==> config.mk <==
export PLATFORM = sky130hd
export DESIGN_NAME = decode_buffer
export DESIGN_NICKNAME = d
export VERILOG_FILES = /design/src/rtl/decode_pkg.sv /design/src/rtl/instr_decoder.sv /design/src/rtl/decode_buffer.sv
export SDC_FILE = /design/constraint.sdc
export NUM_CORES = 1
export LEC_CHECK = 0
export CAP_MARGIN = 20
export CORE_UTILIZATION = 31
export DETAILED_ROUTE_END_ITERATION = 10
export GPL_TIMING_DRIVEN = 0
export SLEW_MARGIN = 20
export SYNTH_ARGS = -nofsm -noshare
export SYNTH_HDL_FRONTEND = slang
export SYNTH_HIERARCHICAL = 1
export SYNTH_SLANG_ARGS = --single-unit
==> constraint.sdc <==
create_clock -name clk -period 8.2 [get_ports clk]
set_input_delay 0.82 -clock clk [delete_from_list [all_inputs] [get_ports clk]]
set_output_delay 0.82 -clock clk [all_outputs]
set_load 0.05 [all_outputs]
==> src/rtl/decode_pkg.sv <==
// Shared decode types: opcode constants, functional-unit and ALU-op codes,
// and the decoded-entry bundle carried through the decode buffer.
package decode_pkg;

    localparam logic [6:0] OPC_OP_IMM = 7'b0010011;
    localparam logic [6:0] OPC_LUI    = 7'b0110111;
    localparam logic [6:0] OPC_OP     = 7'b0110011;
    localparam logic [6:0] OPC_LOAD   = 7'b0000011;
    localparam logic [6:0] OPC_STORE  = 7'b0100011;
    localparam logic [6:0] OPC_BRANCH = 7'b1100011;
    localparam logic [6:0] OPC_JALR   = 7'b1100111;
    localparam logic [6:0] OPC_AUIPC  = 7'b0010111;
    localparam logic [6:0] OPC_JAL    = 7'b1101111;

    typedef enum logic [1:0] {
        FU_NONE = 2'b00,
        FU_ALU  = 2'b01,
        FU_BRU  = 2'b10,
        FU_LSU  = 2'b11
    } fu_e;

    typedef enum logic [2:0] {
        ALU_MEM   = 3'b000,
        ALU_BR    = 3'b001,
        ALU_OP    = 3'b010,
        ALU_OPIMM = 3'b011,
        ALU_LUI   = 3'b100,
        ALU_AUIPC = 3'b101,
        ALU_JALR  = 3'b110,
        ALU_JAL   = 3'b111
    } aluop_e;

    typedef struct packed {
        logic [4:0] rs1;
        logic [4:0] rs2;
        logic [4:0] rd;
        aluop_e     aluop;
        logic [6:0] opcode;
        fu_e        fu;
        logic [2:0] func3;
        logic [6:0] func7;
        logic       rd_we;
        logic       illegal;
    } dec_entry_t;

    localparam int DEC_W = $bits(dec_entry_t);

    function automatic logic [4:0] f_rs1(input logic [31:0] i);
        return i[19:15];
    endfunction

    function automatic logic [4:0] f_rs2(input logic [31:0] i);
        return i[24:20];
    endfunction

    function automatic logic [4:0] f_rd(input logic [31:0] i);
        return i[11:7];
    endfunction

endpackage

==> src/rtl/instr_decoder.sv <==
// Combinational RV32 decode of one raw instruction into a decoded entry.
// Unknown opcodes yield an all-zero entry flagged illegal, opcode preserved.
module instr_decoder
    import decode_pkg::*;
(
    input  logic [31:0]      instr,
    output logic [DEC_W-1:0] entry
);

    dec_entry_t d;
    logic [6:0] opc;
    logic       wr;

    assign opc = instr[6:0];

    always_comb begin
        d        = '0;
        d.opcode = opc;
        wr       = 1'b0;
        unique case (1'b1)
            (opc == OPC_OP_IMM): begin
                d.rs1   = f_rs1(instr);
                d.rd    = f_rd(instr);
                d.aluop = ALU_OPIMM;
                d.fu    = FU_ALU;
                d.func3 = instr[14:12];
                d.func7 = instr[31:25];
                wr      = 1'b1;
            end
            (opc == OPC_LUI): begin
                d.rd    = f_rd(instr);
                d.aluop = ALU_LUI;
                d.fu    = FU_ALU;
                wr      = 1'b1;
            end
            (opc == OPC_OP): begin
                d.rs1   = f_rs1(instr);
                d.rs2   = f_rs2(instr);
                d.rd    = f_rd(instr);
                d.aluop = ALU_OP;
                d.fu    = FU_ALU;
                d.func3 = instr[14:12];
                d.func7 = instr[31:25];
                wr      = 1'b1;
            end
            (opc == OPC_LOAD): begin
                d.rs1   = f_rs1(instr);
                d.rd    = f_rd(instr);
                d.aluop = ALU_MEM;
                d.fu    = FU_LSU;
                d.func3 = instr[14:12];
                wr      = 1'b1;
            end
            (opc == OPC_STORE): begin
                d.rs1   = f_rs1(instr);
                d.rs2   = f_rs2(instr);
                d.aluop = ALU_MEM;
                d.fu    = FU_LSU;
                d.func3 = instr[14:12];
            end
            (opc == OPC_BRANCH): begin
                d.rs1   = f_rs1(instr);
                d.rs2   = f_rs2(instr);
                d.aluop = ALU_BR;
                d.fu    = FU_BRU;
                d.func3 = instr[14:12];
            end
            (opc == OPC_JALR): begin
                d.rs1   = f_rs1(instr);
                d.rd    = f_rd(instr);
                d.aluop = ALU_JALR;
                d.fu    = FU_ALU;
                d.func3 = instr[14:12];
                wr      = 1'b1;
            end
            (opc == OPC_AUIPC): begin
                d.rd    = f_rd(instr);
                d.aluop = ALU_AUIPC;
                d.fu    = FU_ALU;
                wr      = 1'b1;
            end
            (opc == OPC_JAL): begin
                d.rd    = f_rd(instr);
                d.aluop = ALU_JAL;
                d.fu    = FU_ALU;
                wr      = 1'b1;
            end
            default: begin
                d.illegal = 1'b1;
            end
        endcase
        // x0 is hardwired zero, so a write to it is never requested
        d.rd_we = wr && (d.rd != 5'd0);
    end

    assign entry = d;

endmodule

==> src/rtl/decode_buffer.sv <==
// Decode stage buffer: decodes fetched instructions and queues them in a
// small FIFO toward rename, with flush and valid/ready on both sides.
module decode_buffer
    import decode_pkg::*;
#(
    parameter int DEPTH = 4,
    parameter int PC_W  = 32
) (
    input  logic                     clk,
    input  logic                     rst_n,
    input  logic                     flush,
    input  logic                     instr_valid,
    output logic                     instr_ready,
    input  logic [31:0]              instr,
    input  logic [PC_W-1:0]          instr_pc,
    output logic                     dec_valid,
    input  logic                     dec_ready,
    output logic [4:0]               dec_rs1,
    output logic [4:0]               dec_rs2,
    output logic [4:0]               dec_rd,
    output logic [2:0]               dec_aluop,
    output logic [6:0]               dec_opcode,
    output logic [1:0]               dec_fu,
    output logic [2:0]               dec_func3,
    output logic [6:0]               dec_func7,
    output logic                     dec_rd_we,
    output logic                     dec_illegal,
    output logic [PC_W-1:0]          dec_pc,
    output logic [$clog2(DEPTH):0]   count
);

    localparam int AW = $clog2(DEPTH);
    localparam logic [AW:0] FULL_CNT = (AW + 1)'(DEPTH);

    logic [DEC_W-1:0] new_entry;
    logic [DEC_W-1:0] mem [DEPTH];
    logic [PC_W-1:0]  pcm [DEPTH];
    logic [AW-1:0]    wptr;
    logic [AW-1:0]    rptr;
    logic [AW:0]      cnt;
    logic             push;
    logic             pop;
    dec_entry_t       head;

    instr_decoder u_dec (
        .instr (instr),
        .entry (new_entry)
    );

    // rst_n gates ready so nothing is offered to fetch while reset is held
    assign instr_ready = rst_n && (cnt != FULL_CNT) && !flush;
    assign dec_valid   = (cnt != '0);
    assign push        = instr_valid && instr_ready;
    assign pop         = dec_valid && dec_ready && !flush;

    always_ff @(posedge clk or negedge rst_n) begin
        if (!rst_n) begin
            wptr <= '0;
            rptr <= '0;
            cnt  <= '0;
        end else if (flush) begin
            wptr <= '0;
            rptr <= '0;
            cnt  <= '0;
        end else begin
            if (push) wptr <= wptr + 1'b1;
            if (pop)  rptr <= rptr + 1'b1;
            unique case ({push, pop})
                2'b10:   cnt <= cnt + 1'b1;
                2'b01:   cnt <= cnt - 1'b1;
                default: cnt <= cnt;
            endcase
        end
    end

    always_ff @(posedge clk) begin
        if (push) begin
            mem[wptr] <= new_entry;
            pcm[wptr] <= instr_pc;
        end
    end

    // storage is not reset, so outputs are forced to zero when empty
    assign head   = dec_valid ? dec_entry_t'(mem[rptr]) : '0;
    assign dec_pc = dec_valid ? pcm[rptr] : '0;

    assign dec_rs1     = head.rs1;
    assign dec_rs2     = head.rs2;
    assign dec_rd      = head.rd;
    assign dec_aluop   = head.aluop;
    assign dec_opcode  = head.opcode;
    assign dec_fu      = head.fu;
    assign dec_func3   = head.func3;
    assign dec_func7   = head.func7;
    assign dec_rd_we   = head.rd_we;
    assign dec_illegal = head.illegal;
    assign count       = cnt;

endmodule

==> impl_metrics.ini, run 1 <==
[sta]
maxSlewViolCount = 0
tightest_slew_ps = 825
fin_skew_ps = 5.95
setup_viol = 0
max_slew_margin_pct = 45.0
tns_ps = 0
hold_viol_final = 0
rsz0062_at_grt = false
timing.final.crit_share_pct = 51.9
max_freq_mhz = 235
fin_crit_ps = 4250

[global_route]
grt_pass1_wl_um = 37700
track_usage_pct = 13.3
antenna_found_initial = 2
grt_remaining_overflow = 0
grt_pass1_vias = 6246
grt_max_degree = 43

[setup_path]
cpLargestDelayFamily = buffers and inverters
start_kind = flip-flop
critPathSlowestCell = clkdlybuf4s50_1
r2r_setup_slack_ps = 5650
crit_path_cell_trace = clkbuf_1 -> clkbuf_1 -> mux4_2 -> and2_1 -> clkdlybuf4s50_1
crit_buf_inv = 3
regToRegEndpoint = count[2]
cp_data_arrival_time_ps = 3430
required_ps = 7380
cp_common_cell = clkbuf_1
critPathCaptureType = output pin
endpoint = dec_rs2[3]
reg2reg_depth = 9
critPathKind = reg2out
cp_slowest_stage_delay_ps = 900
worstPathMaxFanout = 10
worstReg2RegStart = count[0]
cp-startpoint = rptr[1]
crit_cells = 5

[final_layout]
utilization_pct = 40.9
drive_above_1_share_pct = 21.7
final_nets = 822
fillers = 3317
layout.cells.non_filler = 1241
final_common_cell = edfxtp_1
diodes = 0
syn2layout_area_growth_pct = 28.9
final_cell_mix = edfxtp_1, clkdlybuf4s50_1, and2_1, mux4_2, clkbuf_16

[routing]
wl_per_cell_um = 20.1
vias = 5821
routed_via_density = 4.69
wirelength_um = 25000
drc = 0
antenna_left = 0
first_pass_iters = 6
first_iter_violations = 285

[logic_synthesis]
ys_seq_area_share_pct = 74.6
synth.cell_area_mm2 = 0.0117
synth_warnings = 6
synth-main-ff-cell = edfxtp_1
synthCells = 564
synthArstFlopShare_pct = 2.41
synth_edf_count = 284
synth_fp_nets = 638
ys_types = 46
ys_ff_latch = 291
synth.avg_cell_area_um2 = 20.7

[clock_tree]
clk_latency_ps = 510
cts_setup_buffers = 0
clockRootBuffer = clkbuf_16
tritoncts = built
cts.path.max_buffers = 3
numCtsBuffers = 34
clk_pin_slew_worst_paths_ps = 60
cts_hold_buf = 0
htreeDepth = 2
cts_sinks = 291
cts-resized-gates = 0

[floorplan]
num_rows = 70
initial_core_util_pct = 31.7
fp.dieW_um = 196
core_area_mm2 = 0.0368
io_pins = 145
fp.dieH_um = 196
die-area_mm2 = 0.0384

[place]
dpl.hpwl_um = 15600
gp_congestion = 0.690
port_buffers = 143
dp.cells = 1180

[run_status]
status = complete, no violations

[power_and_ir_drop]
power.leakage_nw = 4.81
vdd_ir_drop_max_mv = 0.203
p_per_area_mw_per_mm2 = 335

[job]
cap_violations = 0

[worst_hold_path]
hold_path_class = in2reg
[kinds of logic (layout without fill, tap and decap cells)]
logic type | after synthesis | in the layout | share of synthesized area [%]
AOI/OAI and AO/OA | 15 | 15 | 1.39
xor gates and xnor gates | 4 | 4 | 0.300
adders and majority gates | 5 | 5 | 0.601
buffers and inverters | 39 | 248 | 1.64
DFF | 291 | 291 | 74.6
muxes | 75 | 75 | 14.1
and+or+nand+nor | 135 | 135 | 7.38
[cells in the mapped netlist, types with 2 or more instances]
master	instances	share of area, %
mux2_2	2	0.19
nand3b_1	2	0.13
and2_1	89	4.8
nand2_1	5	0.16
nand2b_1	2	0.11
o21ai_0	2	0.086
nor3b_1	2	0.13
nor3_1	2	0.086
inv_1	5	0.16
ha_1	4	0.43
buf_2	9	0.39
nor2_1	9	0.29
clkbuf_1	17	0.55
dfrtp_1	7	1.5
buf_4	7	0.45
mux4_2	71	14
a21o_1	2	0.13
a21oi_1	2	0.086
xor2_1	3	0.23
edfxtp_1	284	73
and2_2	7	0.45
nor2b_1	7	0.38
[sequential cells by signal, indices dropped and copies added, names as in the netlist]
signal and flops:
count 3, wptr 2, pcm 128, mem 156, rptr 2
[metal layers]
| metal | part of all wire (%) | GRT usage, % | wire, µm |
|---|---|---|---|
| met2 | 48 | 21.7 | 12100 |
| met3 | 4.6 | 2.92 | 1140 |
| met4 | 2.2 | 4.25 | 540 |
| met1 | 45 | 17.6 | 11200 |
| met5 | 0.064 | 0 | 16 |
[worst register-to-register path, cell delays in order, from the launching register on]
cell,delay [ps]
dfrtp_1,450
nor3b_1,350
nor2_1,140
clkbuf_1,240
nor3_1,230
fa_1,250
inv_1,50
a2111o_1,290
o31ai_2,70
mux2_1,350
[cell type report]
cell class,count,area [µm²],area share [%]
buffer,34,173,1.15
clock buffer,41,941,6.26
clock inverter,20,275,1.83
inverter,5,18.8,0.125
multi-input combinational,234,2780,18.5
sequential,291,8700,57.9
tap,468,586,3.90
timing repair buffer,148,1550,10.3
[metrics by stage]
stage / cell area, µm² / hold slack, ps / worst slack, ps / power, mW
floorplan: 11700 / 524 / 4650 / 2.87
CTS: 15000 / 488 / 3820 / 5.13
global route: 15000 / 496 / 3760 / 5.25
detailed placement: 13800 / 591 / 4370 / 3.49
finish: 15000 / 511 / 3950 / 5.04
global placement: 13700 / 585 / 2140 / 3.49
[worst min-delay path by stage]
stage                            end  cells past startpoint     start
after floorplan             count[0]                      0     rst_n
after global placement       wptr[0]                      1   wptr[0]
after detailed placement     wptr[0]                      1   wptr[0]
after CTS                 mem[3][16]                      1  instr[2]
after global routing      mem[2][16]                      1  instr[2]
final                     mem[3][16]                      1  instr[2]
[power by group]
part	leakage [nW]	internal, mW	switching [mW]
sequential	2.65	1.67	0.0172
combinational	1.57	0.622	1.11
clock	0.596	1.04	0.582
No activity file was read; power rests on OpenSTA's default activity.
==> run 2: changes to the inputs <==
clock period = 4.04 ns   (was 8.2 ns; I/O delays follow)
==> results of run 2 <==
Same layout as run 1 (identical final DEF). Status: complete, no violations.
Among the figures that moved: setup slack after placement 4370 ps -> 629 ps; setup slack after layout 3950 ps -> 203 ps; hold slack 511 ps -> 95.2 ps; register-to-register setup slack 5650 ps -> 1490 ps; total power 5.04 mW -> 10.2 mW; worst IR drop on VDD 0.203 mV -> 0.412 mV
==> run 3: changes to the inputs <==
SKIP_CTS_REPAIR_TIMING = 1   (was not set)
==> results of run 3 <==
Same layout as run 1 (identical final DEF). Status: complete, no violations.
Among the figures that moved: setup slack after placement 4370 ps -> 629 ps; setup slack after layout 3950 ps -> 203 ps; hold slack 511 ps -> 95.2 ps; register-to-register setup slack 5650 ps -> 1490 ps; total power 5.04 mW -> 10.2 mW; worst IR drop on VDD 0.203 mV -> 0.412 mV
